File: src/rtl/prog_sequencer.sv
// prog_sequencer: fetch/decode/execute controller for the 3-register-field
// datapath. It walks an 8-word instruction ROM (registered output, one-cycle
// latency) from address 0. It stops on a HALT word, on an illegal opcode, or
// after executing the last address. Every controller output is registered.
module prog_sequencer #(
    parameter int ADDR_W  = 3,
    parameter int INSTR_W = 25,
    parameter int IMM_W   = 16
) (
    input  logic               clk,
    input  logic               rst,
    input  logic               start,
    input  logic [INSTR_W-1:0] instr_in,
    output logic [ADDR_W-1:0]  rom_addr,
    output logic               rom_en,
    output logic [2:0]         rf_raddr_a,
    output logic [2:0]         rf_raddr_b,
    output logic [2:0]         rf_waddr,
    output logic               rf_we,
    output logic               wdata_sel,
    output logic [1:0]         alu_op,
    output logic [IMM_W-1:0]   imm_out,
    output logic               busy,
    output logic               done,
    output logic               err
);

    // Instruction field positions, counted down from the top of the word.
    localparam int OPC_LSB = INSTR_W - 3;
    localparam int RD_LSB  = INSTR_W - 6;
    localparam int RS_LSB  = INSTR_W - 9;

    localparam logic [2:0] OP_LOAD = 3'b000;
    localparam logic [2:0] OP_MOV  = 3'b001;
    localparam logic [2:0] OP_ADD  = 3'b010;
    localparam logic [2:0] OP_XOR  = 3'b011;

    localparam logic [1:0] ALU_PASS_B = 2'b00;
    localparam logic [1:0] ALU_ADD    = 2'b01;
    localparam logic [1:0] ALU_XOR    = 2'b10;

    typedef enum logic [2:0] {
        IDLE,
        FETCH,
        WAIT,
        DECODE,
        EXEC,
        DONE
    } state_t;

    state_t             state_q, state_d;
    logic [ADDR_W-1:0]  pc_q, pc_d;
    logic [INSTR_W-1:0] ir_q, ir_d;

    logic               romEn_q, romEn_d;
    logic               rfWe_q, rfWe_d;
    logic               busy_q, busy_d;
    logic               done_q, done_d;
    logic               err_q, err_d;
    logic [2:0]         raddrA_q, raddrA_d;
    logic [2:0]         raddrB_q, raddrB_d;
    logic [2:0]         waddr_q, waddr_d;
    logic               wdataSel_q, wdataSel_d;
    logic [1:0]         aluOp_q, aluOp_d;
    logic [IMM_W-1:0]   imm_q, imm_d;

    // Fields of the word that IR holds next cycle. The decode outputs are
    // loaded at the same edge as IR, so they are valid in the DECODE cycle.
    logic [2:0]         nextOpcode;
    logic [2:0]         nextRd;
    logic [2:0]         nextRs;
    logic [IMM_W-1:0]   nextImm;

    assign nextOpcode = ir_d[INSTR_W-1:OPC_LSB];
    assign nextRd     = ir_d[RD_LSB+2:RD_LSB];
    assign nextRs     = ir_d[RS_LSB+2:RS_LSB];
    assign nextImm    = ir_d[IMM_W-1:0];

    // ALU operation implied by an opcode. LOAD and illegal codes use PASS_B.
    function automatic logic [1:0] aluOpFor(input logic [2:0] opcode);
        case (opcode)
            OP_MOV:  return ALU_PASS_B;
            OP_ADD:  return ALU_ADD;
            OP_XOR:  return ALU_XOR;
            default: return ALU_PASS_B;
        endcase
    endfunction

    // Next-state logic. Output registers are computed from the state being
    // entered, so each output is aligned with its state without extra delay.
    always_comb begin
        state_d    = state_q;
        pc_d       = pc_q;
        ir_d       = ir_q;
        err_d      = err_q;
        raddrA_d   = raddrA_q;
        raddrB_d   = raddrB_q;
        waddr_d    = waddr_q;
        wdataSel_d = wdataSel_q;
        aluOp_d    = aluOp_q;
        imm_d      = imm_q;

        case (state_q)
            IDLE: begin
                if (start) begin
                    state_d = FETCH;
                    pc_d    = '0;
                    err_d   = 1'b0;
                end
            end
            FETCH: begin
                state_d = WAIT;
            end
            WAIT: begin
                ir_d    = instr_in;
                state_d = DECODE;
            end
            DECODE: begin
                if (ir_q == '0) begin
                    state_d = DONE;
                end else if (ir_q[INSTR_W-1]) begin
                    state_d = DONE;
                    err_d   = 1'b1;
                end else begin
                    state_d = EXEC;
                end
            end
            EXEC: begin
                if (pc_q == '1) begin
                    state_d = DONE;
                end else begin
                    pc_d    = pc_q + 1'b1;
                    state_d = FETCH;
                end
            end
            DONE: begin
                state_d = IDLE;
            end
            default: begin
                state_d = IDLE;
            end
        endcase

        romEn_d = (state_d == FETCH) || (state_d == WAIT);
        rfWe_d  = (state_d == EXEC);
        busy_d  = (state_d != IDLE);
        done_d  = (state_d == DONE) && !err_d;

        if ((state_d == IDLE) || (state_d == FETCH)) begin
            raddrA_d   = 3'd0;
            raddrB_d   = 3'd0;
            waddr_d    = 3'd0;
            wdataSel_d = 1'b0;
            aluOp_d    = 2'b00;
            imm_d      = '0;
        end else if (state_d == DECODE) begin
            raddrA_d   = nextRd;
            raddrB_d   = nextRs;
            waddr_d    = nextRd;
            wdataSel_d = (nextOpcode == OP_LOAD);
            aluOp_d    = aluOpFor(nextOpcode);
            imm_d      = nextImm;
        end
    end

    // State, PC, IR and output registers with synchronous reset.
    always_ff @(posedge clk) begin
        if (rst) begin
            state_q    <= IDLE;
            pc_q       <= '0;
            ir_q       <= '0;
            romEn_q    <= 1'b0;
            rfWe_q     <= 1'b0;
            busy_q     <= 1'b0;
            done_q     <= 1'b0;
            err_q      <= 1'b0;
            raddrA_q   <= 3'd0;
            raddrB_q   <= 3'd0;
            waddr_q    <= 3'd0;
            wdataSel_q <= 1'b0;
            aluOp_q    <= 2'b00;
            imm_q      <= '0;
        end else begin
            state_q    <= state_d;
            pc_q       <= pc_d;
            ir_q       <= ir_d;
            romEn_q    <= romEn_d;
            rfWe_q     <= rfWe_d;
            busy_q     <= busy_d;
            done_q     <= done_d;
            err_q      <= err_d;
            raddrA_q   <= raddrA_d;
            raddrB_q   <= raddrB_d;
            waddr_q    <= waddr_d;
            wdataSel_q <= wdataSel_d;
            aluOp_q    <= aluOp_d;
            imm_q      <= imm_d;
        end
    end

    assign rom_addr   = pc_q;
    assign rom_en     = romEn_q;
    assign rf_raddr_a = raddrA_q;
    assign rf_raddr_b = raddrB_q;
    assign rf_waddr   = waddr_q;
    assign rf_we      = rfWe_q;
    assign wdata_sel  = wdataSel_q;
    assign alu_op     = aluOp_q;
    assign imm_out    = imm_q;
    assign busy       = busy_q;
    assign done       = done_q;
    assign err        = err_q;

endmodule

File: config.mk
export PLATFORM = sky130hd
export DESIGN_NAME = prog_sequencer
export DESIGN_NICKNAME = d
export VERILOG_FILES = /design/src/rtl/prog_sequencer.sv
export SDC_FILE = /design/constraint.sdc
export NUM_CORES = 1
export LEC_CHECK = 0
export ABC_AREA = 1
export BUFFER_PORTS_ARGS = -buffer_cell sky130_fd_sc_hd__buf_2
export CAP_MARGIN = 20
export CORE_UTILIZATION = 40
export CTS_BUF_LIST = sky130_fd_sc_hd__clkbuf_8
export CTS_CLUSTER_DIAMETER = 200
export DETAILED_ROUTE_END_ITERATION = 7
export PLACE_DENSITY = 0.62
export SLEW_MARGIN = 20
export SYNTH_ARGS = -nofsm -noshare
export SYNTH_HDL_FRONTEND = slang
export SYNTH_SLANG_ARGS = --single-unit
File: constraint.sdc
create_clock -name clk -period 2.2 [get_ports clk]
set_input_delay 0.33 -clock clk [delete_from_list [all_inputs] [get_ports clk]]
set_output_delay 0.33 -clock clk [all_outputs]
set_load 0.05 [all_outputs]
==> flow_summary.toml <==
[routing]
ant_nets = 0
drc = 0
drt_wl_total_um = 5150
first_pass_iters = 4
via_per_inst = 4.65
drt_iter0_markers = 64
avgRoutedWirePerCell_um = 11.5
vias = 2073

[setup_path]
slowest_stage = "buf_4"
cp-startpoint = "rom_addr[0]$_SDFFE_PP0P_"
arrival_ns = 1.89
cp_top_family = "buffers and inverters"
max_stage_delay_ns = 0.35
critPathRequiredTime_ns = 2.41
crit_type = "reg2reg"
crit_path_start_kind = "flop"
path_cells = "ha_1, ha_1, inv_1, o21ai_2, nand2_2, clkinv_2, nor2_4, buf_4, a21oi_1"
endpoint_kind = "flop"
r2r-start = "rom_addr[0]$_SDFFE_PP0P_"
cp_common_cell = "ha_1"
cp.buffers_inverters = 3
critPathMaxFanout = 22

[sta]
period_share_pct = 76.1
hold_ws_ns = 0.262
period_needed_ns = 1.67
finClkSkew_ns = 0.00825
tightest_slew_ns = 0.453
final_hold_viol_count = 0
fin_tns_setup_ns = 0
maxSlewHeadroom_pct = 69.5
finalMaxSlewViolations = 0
setup_viol_count_final = 0
max_freq_mhz = 597
rsz0062_at_grt = "false"

[clock_tree]
cts-root-buf = "clkbuf_8"
clk_path_buf_depth = 2
htreeDepth = 3
cts_tree = "yes"
cts_buffers = 9
cts_hold_buf = 0
cts_num_sinks = 61
postCtsSetupBuffers = 0
insertion_delay_ns = 0.34
cts_resized = 0
clk_pin_slew_worst_paths_ns = 0.08

[power_and_ir_drop]
ir_drop_v = 0.000536
p_leak_uw = 0.00132
cellPowerDensity_mw_per_mm2 = 920
total_power_uw = 2710

[logic_synthesis]
syn_area_sq_mm = 0.00240
netlist.area_leader.share_pct = 50.8
synth_most_common_cell = "nand2_1"
synth-edff-count = 0
syn_avg_cell_area_sq_um = 7.86
synth_area_leaders = "dfxtp_1, nand2_1, a21oi_2"
yosys.area.top_type = "dfxtp_1"
seq_area_frac_synth_pct = 50.8
synth_fp_nets = 336
synthArstFlopShare_pct = 0
synth.ff_latch_count = 61
synth_commonest_cells = "nand2_1, dfxtp_1, nor2_1"
synth_cell_type_count = 25
syn_inst = 306
ys.flop_type = "dfxtp_1"
yosysWarnings = 0

[floorplanning]
num_rows = 27
initial_utilization_pct = 42.6
die-area_sq_mm = 0.00633
die_x_um = 79.5
fp.coreArea_sq_mm = 0.00564
die_h_um = 79.5
io_pins = 64

[placement]
gp_congestion = 0.807
io_buffers = 63
placed_cells = 430
hpwl_um = 3510

[worst_hold_path]
hp-class = "in2reg"
min_from = "instr_in[21]"

[grt]
grt_max_degree = 30
antenna_found_initial = 0
overflow = 0
grt_pass1_vias = 1961
gr-usage-all-layers_pct = 18.1
grt_pass1_wl_um = 8630

[cells_and_area]
antennaDiodeCount = 0
area_growth_pct = 22.4
final_cell_count_no_fill = 446
layout.nets = 399
drive_above_1_share_pct = 31.6

[outcome]
status = "completed"

[flow_run]
maxCapViolCount = 0
## logic make-up after synthesis
logic type                 count (synthesis)  share of synthesized area, %
AOI/OAI and AO/OA                         55                          14.7
DFF                                       61                          50.8
buffers and inverters                     37                          7.54
adders and majority gates                  2                          1.04
and+or+nand+nor                          151                          25.9
## layout by cell type (no fill, tap or decap), drive strengths merged
| cell | n |
|---|---|
| clkinvlp | 1 |
| nor2 | 37 |
| nand4 | 3 |
| bufinv | 1 |
| ha | 2 |
| clkinv | 5 |
| a21oi | 46 |
| nand3 | 7 |
| clkbuf | 9 |
| buf | 68 |
| o21ai | 9 |
| nor3 | 3 |
| inv | 21 |
| dfxtp | 61 |
| or2 | 3 |
| nand2 | 97 |
| nand3b | 1 |
## flip-flops by register name, summed over array words and instances (netlist names), 2 cells and up
name	flops
rf_waddr	3
rf_raddr_b	3
ir_q	25
state_q	3
rom_addr	3
imm_out	16
alu_op	2
## tightest hold or removal path, stage by stage
cell and delay [ns]:
buf_2 0.10, nand2_1 0.09, a21oi_2 0.05
## final cells by class
cell class                 instances  area, sq um
sequential                        61         1220
inverter                          21         80.1
tap                               72         90.1
fill                             599         2700
timing repair buffer              68          353
clock inverter                     7         73.8
clock buffer                       9          124
multi-input combinational        208         1000
## metal layers
metal  routed length, um  global-route usage, %  part of all wire, %
met1                2530                   22.4                   49
met2                2300                   28.5                   45
met3                 242                   5.83                  4.7
met4                  80                   8.18                  1.6
met5                   0                      0                    0
## through the flow
step                      worst slack (ns)  utilization (%)  instance area, sq um
after floorplan                      0.513                -                  2400
after global placement               0.595             48.7                  2750
after detailed placement             0.542             48.7                  2750
after CTS                            0.530             52.2                  2940
after global routing                 0.413             52.2                  2940
final                                0.525             52.2                  2940
## final timing paths
kind / endpoint / slack [ns] / cells after the start
worst max-delay path: imm_out[6]$_SDFFE_PP0N_ / 0.53 / 9
worst min-delay path: rf_waddr[2]$_SDFFE_PP0N_ / 0.26 / 3
worst max register to register: imm_out[6]$_SDFFE_PP0N_ / 0.53 / 9
worst min register to register: ir_q[6]$_SDFF_PP0_ / 0.47 / 2
## report_power, final
part           switching (uW)  internal [uW]  leakage [uW]
combinational             353            151      0.000728
clock                     469            526     0.0000996
sequential               38.6           1170      0.000495
(Power assumes the default switching activity.)
